File: src/rtl/riscv_dmem_resp_unit.sv
// Data-memory response path: formats load data, queues it in order, and tracks outstanding requests.
// Optional `RESP_BYPASS_EN lets a response skip the empty queue when its target port is ready.
module riscv_dmem_resp_unit #(
   parameter int RESP_DEPTH      = 4,
   parameter int MAX_OUTSTANDING = 8
) (
   input  logic                                 clk,
   input  logic                                 reset,
   input  logic                                 dmem_req_fire,
   input  logic                                 dmem_resp_val,
   input  logic [63:0]                          dmem_resp_data,
   input  logic [11:0]                          dmem_resp_tag,
   output logic                                 dpath_wb_val,
   input  logic                                 dpath_wb_rdy,
   output logic [4:0]                           dpath_wb_waddr,
   output logic [63:0]                          dpath_wb_data,
   output logic                                 fpu_fld_val,
   input  logic                                 fpu_fld_rdy,
   output logic [4:0]                           fpu_fld_waddr,
   output logic [63:0]                          fpu_fld_data,
   output logic [$clog2(MAX_OUTSTANDING+1)-1:0] mem_outstanding,
   output logic                                 mem_idle,
   output logic                                 resp_overflow,
   output logic                                 ack_underflow
);

   localparam int AW = $clog2(RESP_DEPTH);
   localparam int CW = $clog2(MAX_OUTSTANDING+1);
   localparam logic [CW-1:0] CNT_MAX = CW'(MAX_OUTSTANDING);

   logic        resp_xf;
   logic [2:0]  resp_type;
   logic [2:0]  resp_alo;
   logic [4:0]  resp_waddr;

   assign {resp_xf, resp_type, resp_alo, resp_waddr} = dmem_resp_tag;

   logic [7:0]  sel_b;
   logic [15:0] sel_h;
   logic [31:0] sel_w;
   logic        uns;
   logic [63:0] fmt_data;

   // type[2] marks the unsigned variants; FP loads never sign-extend
   always_comb begin
      sel_b = dmem_resp_data[{resp_alo, 3'b000} +: 8];
      sel_h = dmem_resp_data[{resp_alo[2:1], 4'b0000} +: 16];
      sel_w = dmem_resp_data[{resp_alo[2], 5'b00000} +: 32];
      uns   = resp_type[2] | resp_xf;
      case (resp_type[1:0])
         2'd0:    fmt_data = uns ? {56'd0, sel_b} : {{56{sel_b[7]}}, sel_b};
         2'd1:    fmt_data = uns ? {48'd0, sel_h} : {{48{sel_h[15]}}, sel_h};
         2'd2:    fmt_data = uns ? {32'd0, sel_w} : {{32{sel_w[31]}}, sel_w};
         default: fmt_data = dmem_resp_data;
      endcase
   end

   logic [69:0] fifo_mem [RESP_DEPTH];
   logic [AW:0] wr_ptr;
   logic [AW:0] rd_ptr;
   logic        empty;
   logic        full;
   logic        head_xf;
   logic [4:0]  head_waddr;
   logic [63:0] head_data;
   logic        enq_req;
   logic        enq;
   logic        deq;
   logic        bypass;

   assign empty   = (wr_ptr == rd_ptr);
   assign full    = (wr_ptr[AW] != rd_ptr[AW]) && (wr_ptr[AW-1:0] == rd_ptr[AW-1:0]);
   assign {head_xf, head_waddr, head_data} = fifo_mem[rd_ptr[AW-1:0]];

   // integer responses to x0 are store/flush acks: count only, never queued
   assign enq_req = dmem_resp_val & (resp_xf | (resp_waddr != 5'd0));
   assign deq     = ~empty & (head_xf ? fpu_fld_rdy : dpath_wb_rdy);

`ifdef RESP_BYPASS_EN
   assign bypass = enq_req & empty & (resp_xf ? fpu_fld_rdy : dpath_wb_rdy);
`else
   assign bypass = 1'b0;
`endif

   assign enq = enq_req & ~bypass & (~full | deq);

   always_ff @(posedge clk) begin
      if (enq) fifo_mem[wr_ptr[AW-1:0]] <= {resp_xf, resp_waddr, fmt_data};
   end

   always_ff @(posedge clk) begin
      if (reset) begin
         wr_ptr        <= '0;
         rd_ptr        <= '0;
         resp_overflow <= 1'b0;
      end else begin
         if (enq) wr_ptr <= wr_ptr + (AW+1)'(1);
         if (deq) rd_ptr <= rd_ptr + (AW+1)'(1);
         if (enq_req & ~bypass & full & ~deq) resp_overflow <= 1'b1;
      end
   end

   logic        out_val;
   logic        out_xf;
   logic [4:0]  out_waddr;
   logic [63:0] out_data;

   // waddr/data are forced to zero whenever the matching val is low
   always_comb begin
      out_val   = ~empty;
      out_xf    = head_xf;
      out_waddr = head_waddr;
      out_data  = head_data;
`ifdef RESP_BYPASS_EN
      if (bypass) begin
         out_val   = 1'b1;
         out_xf    = resp_xf;
         out_waddr = resp_waddr;
         out_data  = fmt_data;
      end
`endif
      dpath_wb_val   = out_val & ~out_xf;
      fpu_fld_val    = out_val & out_xf;
      dpath_wb_waddr = dpath_wb_val ? out_waddr : 5'd0;
      dpath_wb_data  = dpath_wb_val ? out_data  : 64'd0;
      fpu_fld_waddr  = fpu_fld_val  ? out_waddr : 5'd0;
      fpu_fld_data   = fpu_fld_val  ? out_data  : 64'd0;
   end

   always_ff @(posedge clk) begin
      if (reset) begin
         mem_outstanding <= '0;
         ack_underflow   <= 1'b0;
      end else if (dmem_req_fire & ~dmem_resp_val) begin
         if (mem_outstanding != CNT_MAX) mem_outstanding <= mem_outstanding + CW'(1);
      end else if (~dmem_req_fire & dmem_resp_val) begin
         if (mem_outstanding == '0) ack_underflow <= 1'b1;
         else mem_outstanding <= mem_outstanding - CW'(1);
      end
   end

   assign mem_idle = (mem_outstanding == '0) & empty;

endmodule

File: config.mk
export PLATFORM = sky130hd
export DESIGN_NAME = riscv_dmem_resp_unit
export DESIGN_NICKNAME = d
export VERILOG_FILES = /design/src/rtl/riscv_dmem_resp_unit.sv
export SDC_FILE = /design/constraint.sdc
export NUM_CORES = 1
export LEC_CHECK = 0
export CAP_MARGIN = 30
export CORE_MARGIN = 10
export CORE_UTILIZATION = 48
export CTS_CLUSTER_DIAMETER = 50
export CTS_CLUSTER_SIZE = 20
export DETAILED_ROUTE_END_ITERATION = 8
export GPL_TIMING_DRIVEN = 0
export HOLD_SLACK_MARGIN = 0.08
export PLACE_DENSITY_LB_ADDON = 0.05
export REMOVE_ABC_BUFFERS = 1
export SLEW_MARGIN = 20
export SYNTH_ARGS = -nofsm -noshare
export SYNTH_HDL_FRONTEND = slang
export SYNTH_SLANG_ARGS = --single-unit
export TNS_END_PERCENT = 10
File: constraint.sdc
create_clock -name clk -period 3.5 [get_ports clk]
set_input_delay 0.525 -clock clk [delete_from_list [all_inputs] [get_ports clk]]
set_output_delay 0.525 -clock clk [all_outputs]
set_load 0.01 [all_outputs]
Word level (Yosys, flattened, before mapping)
Memory sizes are Yosys's and may differ from the RTL's. A register that Yosys moved wholly into a read port is not among the register bits. Cells that the tools add are included.

Register bits after elaboration: 12. RAM bits: 280. Bits of input ports: 82. Output and inout port bits: 147. Word-level logic and storage cells: 65. Memories kept: 1.

Add/subtract/negate cells: 4. Eq/ne operators: 8. Shifts and indexed selects: 3. Mux-type cells: 17. Bitwise gates (word level): 20. Reduce and logical (&&, ||, !) cells: 7.

Memory list: fifo_mem (words 4, width 70, rd ports 1, clocked after memory_dff 1, write ports 1, line 58) `logic [69:0] fifo_mem [RESP_DEPTH];`.

Operator list (count): $mux W64 (5); $pmux W64 S3 (1); $shiftx A64 B7 Y16 (1); $shiftx A64 B7 Y32 (1); $shiftx A64 B7 Y8 (1); $mux W4 (4); $and A1 B1 Y1 (10); $mux W5 (2); $not A1 Y1 (7); $add A3 B1 Y3 const B (2); $reduce_and A3 Y1 (2); $reduce_bool A5 Y1 (1); $add A4 B1 Y4 const B (1); $logic_not A4 Y1 (1); $mux W2 (2); $ne A4 B4 Y1 const B (1); $sub A4 B1 Y4 const B (1); $eq A3 B3 Y1 (1); $mux W1 (3); $or A1 B1 Y1 (3); $eq A2 B1 Y1 const B (1); $eq A2 B2 Y1 (1); $eq A2 B2 Y1 const B (1); $logic_not A2 Y1 (1); 5 further kinds (5).

Depth between registers and ports, before layout
Gate-level depths: netlist of run 1.

Word-level depth: 7. Mapped depth: 8. Depth with buffers taken out: 8.

Worst setup path after synthesis of run 1
No wires, ideal clock.

Path type: reg-to-reg. From: register with a tool-made name. To: memory fifo_mem[0][0], enable pin. Library setup time: 0.436 ns. Arrival: 3.114 ns. Required time: 3.064 ns. Setup slack: -0.049 ns. Cell stages (with the launch flop): 7. Buffers on the path: 2. Path through: dfxtp_1 > buf_6 > mux4_2 > mux2i_2 > buf_6 > a21oi_1 > and2_1.

RTL lines (line): end, declared (58).

==> results of run 1 <==
## final timing paths
path	endpoint	slack, ns	depth (start not counted)
setup / recovery	dpath_wb_data[52]	0.13	6
hold / removal	ack_underflow$_SDFFE_PP0P_	0.47	2
setup reg to reg	fifo_mem[3][1]$_DFFE_PP_	0.17	8
hold reg to reg	ack_underflow$_SDFFE_PP0P_	0.47	2
## stage by stage
stage / TNS (ns) / utilization (%) / worst slack, ns / instance area, um2 / instances
finish: 0 / 63.5 / 0.130 / 17700 / 1499
global route: 0 / 63.5 / 0.00514 / 17700 / 1498
CTS: 0 / 63.4 / 0.0279 / 17700 / 1497
detailed placement: -33.12 / 59.0 / -0.296 / 16400 / 1430
global placement: -2770.36 / 57.7 / -5.96 / 16100 / 1417
floorplan: -1100.41 / - / -2.74 / 13300 / 811
## cells in the final DEF (no fill, tap or decap), types with 25 or more instances in the layout
cell	count
edfxtp_1	280
nor2_1	25
clkdlybuf4s50_1	225
nand2_1	29
a21oi_1	27
nor2b_1	75
o21ai_0	29
a21o_1	35
mux4_2	76
clkbuf_16	31
and2_1	72
mux2i_1	27
## kinds of logic (layout without fill, tap and decap cells)
group	count (synthesis)	in the layout	share of synthesized area, %
compound gates	129	129	6.47
xor+xnor	6	6	0.387
fa+ha+maj	10	10	0.921
buf+inv	70	319	2.24
flops	294	294	64.0
mux	117	117	15.8
other cells	0	1	0
simple gates	243	245	10.2
## flip-flops by register name, indices dropped and copies added, names as in the netlist, named ones only
register / count
ack_underflow: 1
rd_ptr: 3
fifo_mem: 280
wr_ptr: 3
resp_overflow: 1
mem_outstanding: 4
## power by group through the flow
stage	Clock, mW	Combinational (mW)	Sequential [mW]
CTS	3.37	2.80	4.20
global route	3.52	2.99	4.22
detailed placement	0	2.61	4.32
floorplan	0	1.29	4.36
finish	3.30	2.75	4.20
global placement	0	2.44	4.43
## layer usage
metal,wire length [um],part of all wire [%],up-vias
met1,15000,42,4255
met5,0,0,-
met3,2430,6.9,25
met2,17500,50,251
met4,352,1.0,0
li1,-,-,3824
## critical path, delay by kind of cell (launching register included)
kind / cells / cell delay [ns]
AND/OR/NAND/NOR: 2 / 0.38
multiplexers: 1 / 0.63
flip-flops: 1 / 0.42
buffers and inverters: 3 / 0.85
## area by class of cell
cell class                 count  area share [%]
tap                          378            2.67
inverter                      12           0.255
timing repair buffer         252            15.6
clock inverter                23            1.51
clock buffer                  32            4.41
antenna                        1          0.0141
sequential                   294            49.2
multi-input combinational    507            26.4
## what timing repair did
item | in CTS | in global routing
endpoints found under the setup margin | 305 | 49
buffers inserted | 9 | 0
endpoints found under the hold margin | 0 | 0
gates cloned | 3 | 0
resized for setup | 2 | 3
pin swaps | 2 | 0
==> flow_metrics.env, run 1 <==
export IMPL_drc_errors=0
export IMPL_combPwrFrac_pct=26.8
export IMPL_vias=8355
export IMPL_synth_top_cell_area_share_pct=61.9
export IMPL_met2_usage_pct=33.3
export IMPL_min_path_type="register to register"
export IMPL_worstPathArrival_ns=2.85
export IMPL_path_clk_slew_ns=0.06
export IMPL_firstDrtPassIters=5
export IMPL_initial_core_util_pct=48.8
export IMPL_clock_latency_ns=0.55
export IMPL_grt_antenna_before_repair=2
export IMPL_yosysMostFrequentCell="edfxtp_1"
export IMPL_ant_nets=0
export IMPL_synth_cell_type_count=52
export IMPL_grt_met3_usage_pct=4.39
export IMPL_synth_seq_cells=294
export IMPL_rsz0062_at_grt="false"
export IMPL_synth_top_area_cell="edfxtp_1"
export IMPL_p_clk_share_pct=32.2
export IMPL_syn_inst=869
export IMPL_critPathRequiredTime_ns=2.97
export IMPL_fin_nets=1189
export IMPL_regArea_um2=8700
export IMPL_slew_viol_final=0
export IMPL_start_kind="register"
export IMPL_ctsHoldBuffers=0
export IMPL_dieHeight_um=188
export IMPL_end_kind="primary output"
export IMPL_grt_first_pass_wirelength_um=53800
export IMPL_overflow=0
export IMPL_maxSlewHeadroom_pct=41.9
export IMPL_die_w_um=188
export IMPL_numCtsBuffers=30
export IMPL_cp_cell_sequence="buf_16 -> mux4_2 -> nor2_4 -> buf_16 -> and2_1 -> clkdlybuf4s50_1"
export IMPL_area_growth_pct=30.2
export IMPL_path_class="register to primary output"
export IMPL_seqPwrFrac_pct=41.0
export IMPL_switching_share_pct=28.0
export IMPL_io_buffers=228
export IMPL_critPathMaxFanout=38
export IMPL_max_cap_violations=0
export IMPL_clockBufferDepth=3
export IMPL_min_delay_start="ack_underflow$_SDFFE_PP0P_"
export IMPL_root_buffer="clkbuf_16"
export IMPL_ys_top_cells_by_count="edfxtp_1 (280), and2_1 (77), mux4_2 (76)"
export IMPL_nFillCells=2004
export IMPL_grtUsageMet1_pct=25.5
export IMPL_p_leak_nw=6.12
export IMPL_p_total_mw=10.3
export IMPL_synth_main_ff_cell="edfxtp_1"
export IMPL_slowest_stage="mux4_2"
export IMPL_cpMostUsedCell="buf_16"
export IMPL_min_period_ns=3.37
export IMPL_avgSynthCellArea_um2=15.6
export IMPL_p_per_area_nw_per_um2=580
export IMPL_p_int_mw=7.38
export IMPL_hold_viol=0
export IMPL_row_count=61
export IMPL_multiInputGateArea_um2=4660
export IMPL_yosys_top_cells_area="edfxtp_1 (62%), mux4_2 (13%), and2_1 (3.5%), nor2b_1 (3.5%), dfxtp_1 (2.1%)"
export IMPL_synth_edf_count=280
export IMPL_max_stage_delay_ns=0.63
export IMPL_ys_seq_area_share_pct=64.0
export IMPL_io_pins=229
export IMPL_holdWs_ns=0.472
export IMPL_drt_total_wl_um=35200
export IMPL_cts_tree="done"
export IMPL_ir_drop_v=0.000478
export IMPL_cts_sinks=294
export IMPL_track_usage_pct=19.5
export IMPL_grt_busiest_layer="met2"
export IMPL_period_share_pct=96.3
export IMPL_die_area_um2=35400
export IMPL_skew_ns=0.0149
export IMPL_viasPerCell=5.57
export IMPL_synth_warning_count=0
export IMPL_async_reset_ff_share_pct=0
export IMPL_drive_above_1_share_pct=16.8
export IMPL_grt_pass1_vias=8699
export IMPL_outcome="completed"
export IMPL_gp_congestion=0.763
export IMPL_tightest_slew_ns=0.870
export IMPL_power_switching_mw=2.87
export IMPL_setup_violations_final=0
export IMPL_max_freq_ghz=0.297
export IMPL_cts_htree_levels=1
export IMPL_dpl_hpwl_um=23400
export IMPL_wire_per_inst_um=23.5
export IMPL_core_um2=27900
export IMPL_syn_area_um2=13600
export IMPL_grt_max_degree=44
export IMPL_drt_iter0_markers=657
(Power assumes the default switching activity.)
==> run 2: changes to the inputs <==
--- a/config.mk
+++ b/config.mk
@@ -5,6 +5,7 @@
 export SDC_FILE = /design/constraint.sdc
 export NUM_CORES = 1
 export LEC_CHECK = 0
+export ABC_CLOCK_PERIOD_IN_PS = 3500
 export CAP_MARGIN = 30
 export CORE_MARGIN = 10
 export CORE_UTILIZATION = 48
==> results of run 2 <==
Final layout, timing and power as in run 1 (identical DEF).
==> RTL edit (flow settings as in run 2) <==
Add a define of `RESP_BYPASS_EN`.
--- a/src/rtl/riscv_dmem_resp_unit.sv
+++ b/src/rtl/riscv_dmem_resp_unit.sv
@@ -2,2 +2,4 @@
 // Optional `RESP_BYPASS_EN lets a response skip the empty queue when its target port is ready.
+`define RESP_BYPASS_EN
+
 module riscv_dmem_resp_unit #(
Formal check against the unedited RTL: not equivalent (a bounded check fails within 4 cycles, from zero or initial values and one cycle with reset high).
==> RTL edit against run 2 <==
  * The run now ends with negative setup slack left
  * Critical path depth increased by 1
  * Synthesized area is 6.1% higher
  * Wire length rose by 29%
  * Synthesized cell count increased by 23%
  * Combinational power grew 83%
  * Sequential power is 4% higher
  * Non-clock buffer count rose by 37
  * Sequential cell count stayed put
  * Design area grew 7.1%
  * Total power grew 20%
  * Setup slack got worse by 0.20 ns
  * Clock skew increased by 0.00083 ns
  * Highest routed layer unchanged
==> RTL edit: results (changes against run 2) <==
| Metric | Value |
|---|---|
| Longest Clk Path Bufs | `3 (unchanged)` |
| Leakage | `7.23 nW (+18%)` |
| Finished Layout Cells | `1716 (+14%)` |
| Outcome | `finished with violations` |
| Setup slack, reg-to-reg | `0.21 ns (+0.04 ns)` |
| Post-synth top cells | `edfxtp_1 (280), nand2_1 (107), o21ai_0 (81)` |
| Max incr delay on CP | `0.55 ns (-0.08 ns)` |
| Crit Path Max Fanout | `23 (-39%)` |
| # fillers | `2340 (+17%)` |
| Clk_skew | `0.0157 ns (+0.000834 ns)` |
| Setup WS post-layout | `-0.0672 ns (-0.197 ns)` |
| TritonCTS buffer count | `27 (-10%)` |
| Avg Inst Size Synth | `13.5 µm² (-14%)` |
| Vias in the first global route | `10.5k (+21%)` |
| Largest net degree at the start of global routing | `41 (-6.8%)` |
| Global-route wire length before repair | `67800 µm (+26%)` |
| Dpl hpwl | `29700 µm (+27%)` |
| Crit path DAT | `3.04 ns (+0.19 ns)` |
| DR vias | `10.4k (+25%)` |
| Initial antenna violation count | `4 (+2)` |
| Critical-path top delay cell | `clkdlybuf4s50_1` |
| Synth top area cells | `edfxtp_1 (58%), mux4_2 (11%), o21ai_0 (2.8%)` |
| Worst min path class | `input pin to flip-flop` |
| Seq/Total Area, Yosys | `60.3% (-3.7 points)` |
| Failing checks | `negative setup slack` |
| Setup TNS Final | `-0.955 ns (-0.955 ns)` |
| Placed Instances | `1627 (+14%)` |
| Total GRT Usage | `23.2% (+3.7 points)` |
| Slew HR | `52.9% (+11 points)` |
| Placer Congestion | `0.835 (+9.4%)` |
| DRT iter0 DRCs | `872 (+33%)` |
| Net count reported at finish | `1394 (+17%)` |
| Drt total wl | `45500 µm (+29%)` |
| Final setup fails | `27 (+27)` |
| Share of cells above drive strength 1 | `20.0% (+3.3 points)` |
| Peak VDD IR | `0.000376 V (-21%)` |
## RTL edit: cell count changes after synthesis, sizes merged, moves of 28 or more
cell,before,now
a21o,35,2
a21oi,27,71
a22o,0,32
a31oi,6,34
and2,77,16
nand2,29,107
nor2,26,80
nor2b,75,23
o21ai,30,82
## RTL edit: per-layer routing
layer  vias to the layer above  wire [µm]  global-route usage [%]
met5                         -          0                       0
met4                         0        831                    7.07
met3                        49       2810                    3.79
met2                       411      22200                    37.2
met1                      5334      19600                    31.8
li1                       4639          -                       -
## RTL edit: path summary, 6_finish.rpt
check,startpoint,to,depth (start not counted)
worst max-delay path,rd_ptr[1]$_SDFFE_PP0N_,fpu_fld_data[53],7
worst min-delay path,dmem_resp_tag[11],fifo_mem[3][69]$_DFFE_PP_,1
worst min register to register,ack_underflow$_SDFFE_PP0P_,ack_underflow$_SDFFE_PP0P_,2
worst max register to register,flip-flop,fifo_mem[2][62]$_DFFE_PP_,7
## RTL edit: final cells by class
cell class                      count  area share [%]
Sequential cell                   294            45.9
Multi-Input combinational cell    680            29.4
Timing Repair Buffer              289            17.0
Clock buffer                       30            3.73
Tap cell                          390            2.58
Clock inverter                     19           0.885
Inverter                            9           0.264
Timing Repair inverter              1           0.159
Antenna cell                        4          0.0528
## RTL edit: cell families after synthesis
family | after synthesis | synth area share [%]
AO/OA/AOI/OAI | 262 | 11.4
multiplexers | 131 | 15.4
XOR/XNOR | 9 | 0.547
buffers and inverters | 96 | 3.13
flip-flops | 294 | 60.3
adder cells (fa/ha/maj) | 10 | 0.920
AND/OR/NAND/NOR | 264 | 8.28
## RTL edit: critical path: cells and delay by family, from the launching register on
family,cells,cell delay (ns)
flip-flops,1,0.35
AO/OA/AOI/OAI,1,0.18
AND/OR/NAND/NOR,3,0.92
buffers and inverters,2,0.78
XOR/XNOR,1,0.24
## RTL edit: power by group
group / internal, W / leakage, nW / switching, W
logic: 0.00233 / 4.09 / 0.00270
clock network: 0.00151 / 0.425 / 0.00138
registers: 0.00424 / 2.71 / 0.000127
## RTL edit: per-stage QoR
stage          setup WS, ns  cell area (µm²)  total power [W]  hold slack (ns)
2_1_floorplan         -2.99            14000          0.00678            0.489
3_3_place_gp          -8.02            16800          0.00914            0.455
3_5_place_dp          -1.23            17400          0.00930            0.468
4_1_cts             -0.0865            18800           0.0124            0.442
5_1_grt              -0.146            18900           0.0128            0.361
6_report            -0.0672            18900           0.0123            0.356
## RTL edit: what timing repair did
item,4_1_cts,5_1_grt
setup buffers,29,0
endpoints found under the setup margin,322,85
cloned,7,0
pin swaps,16,7
gates resized for setup,148,62
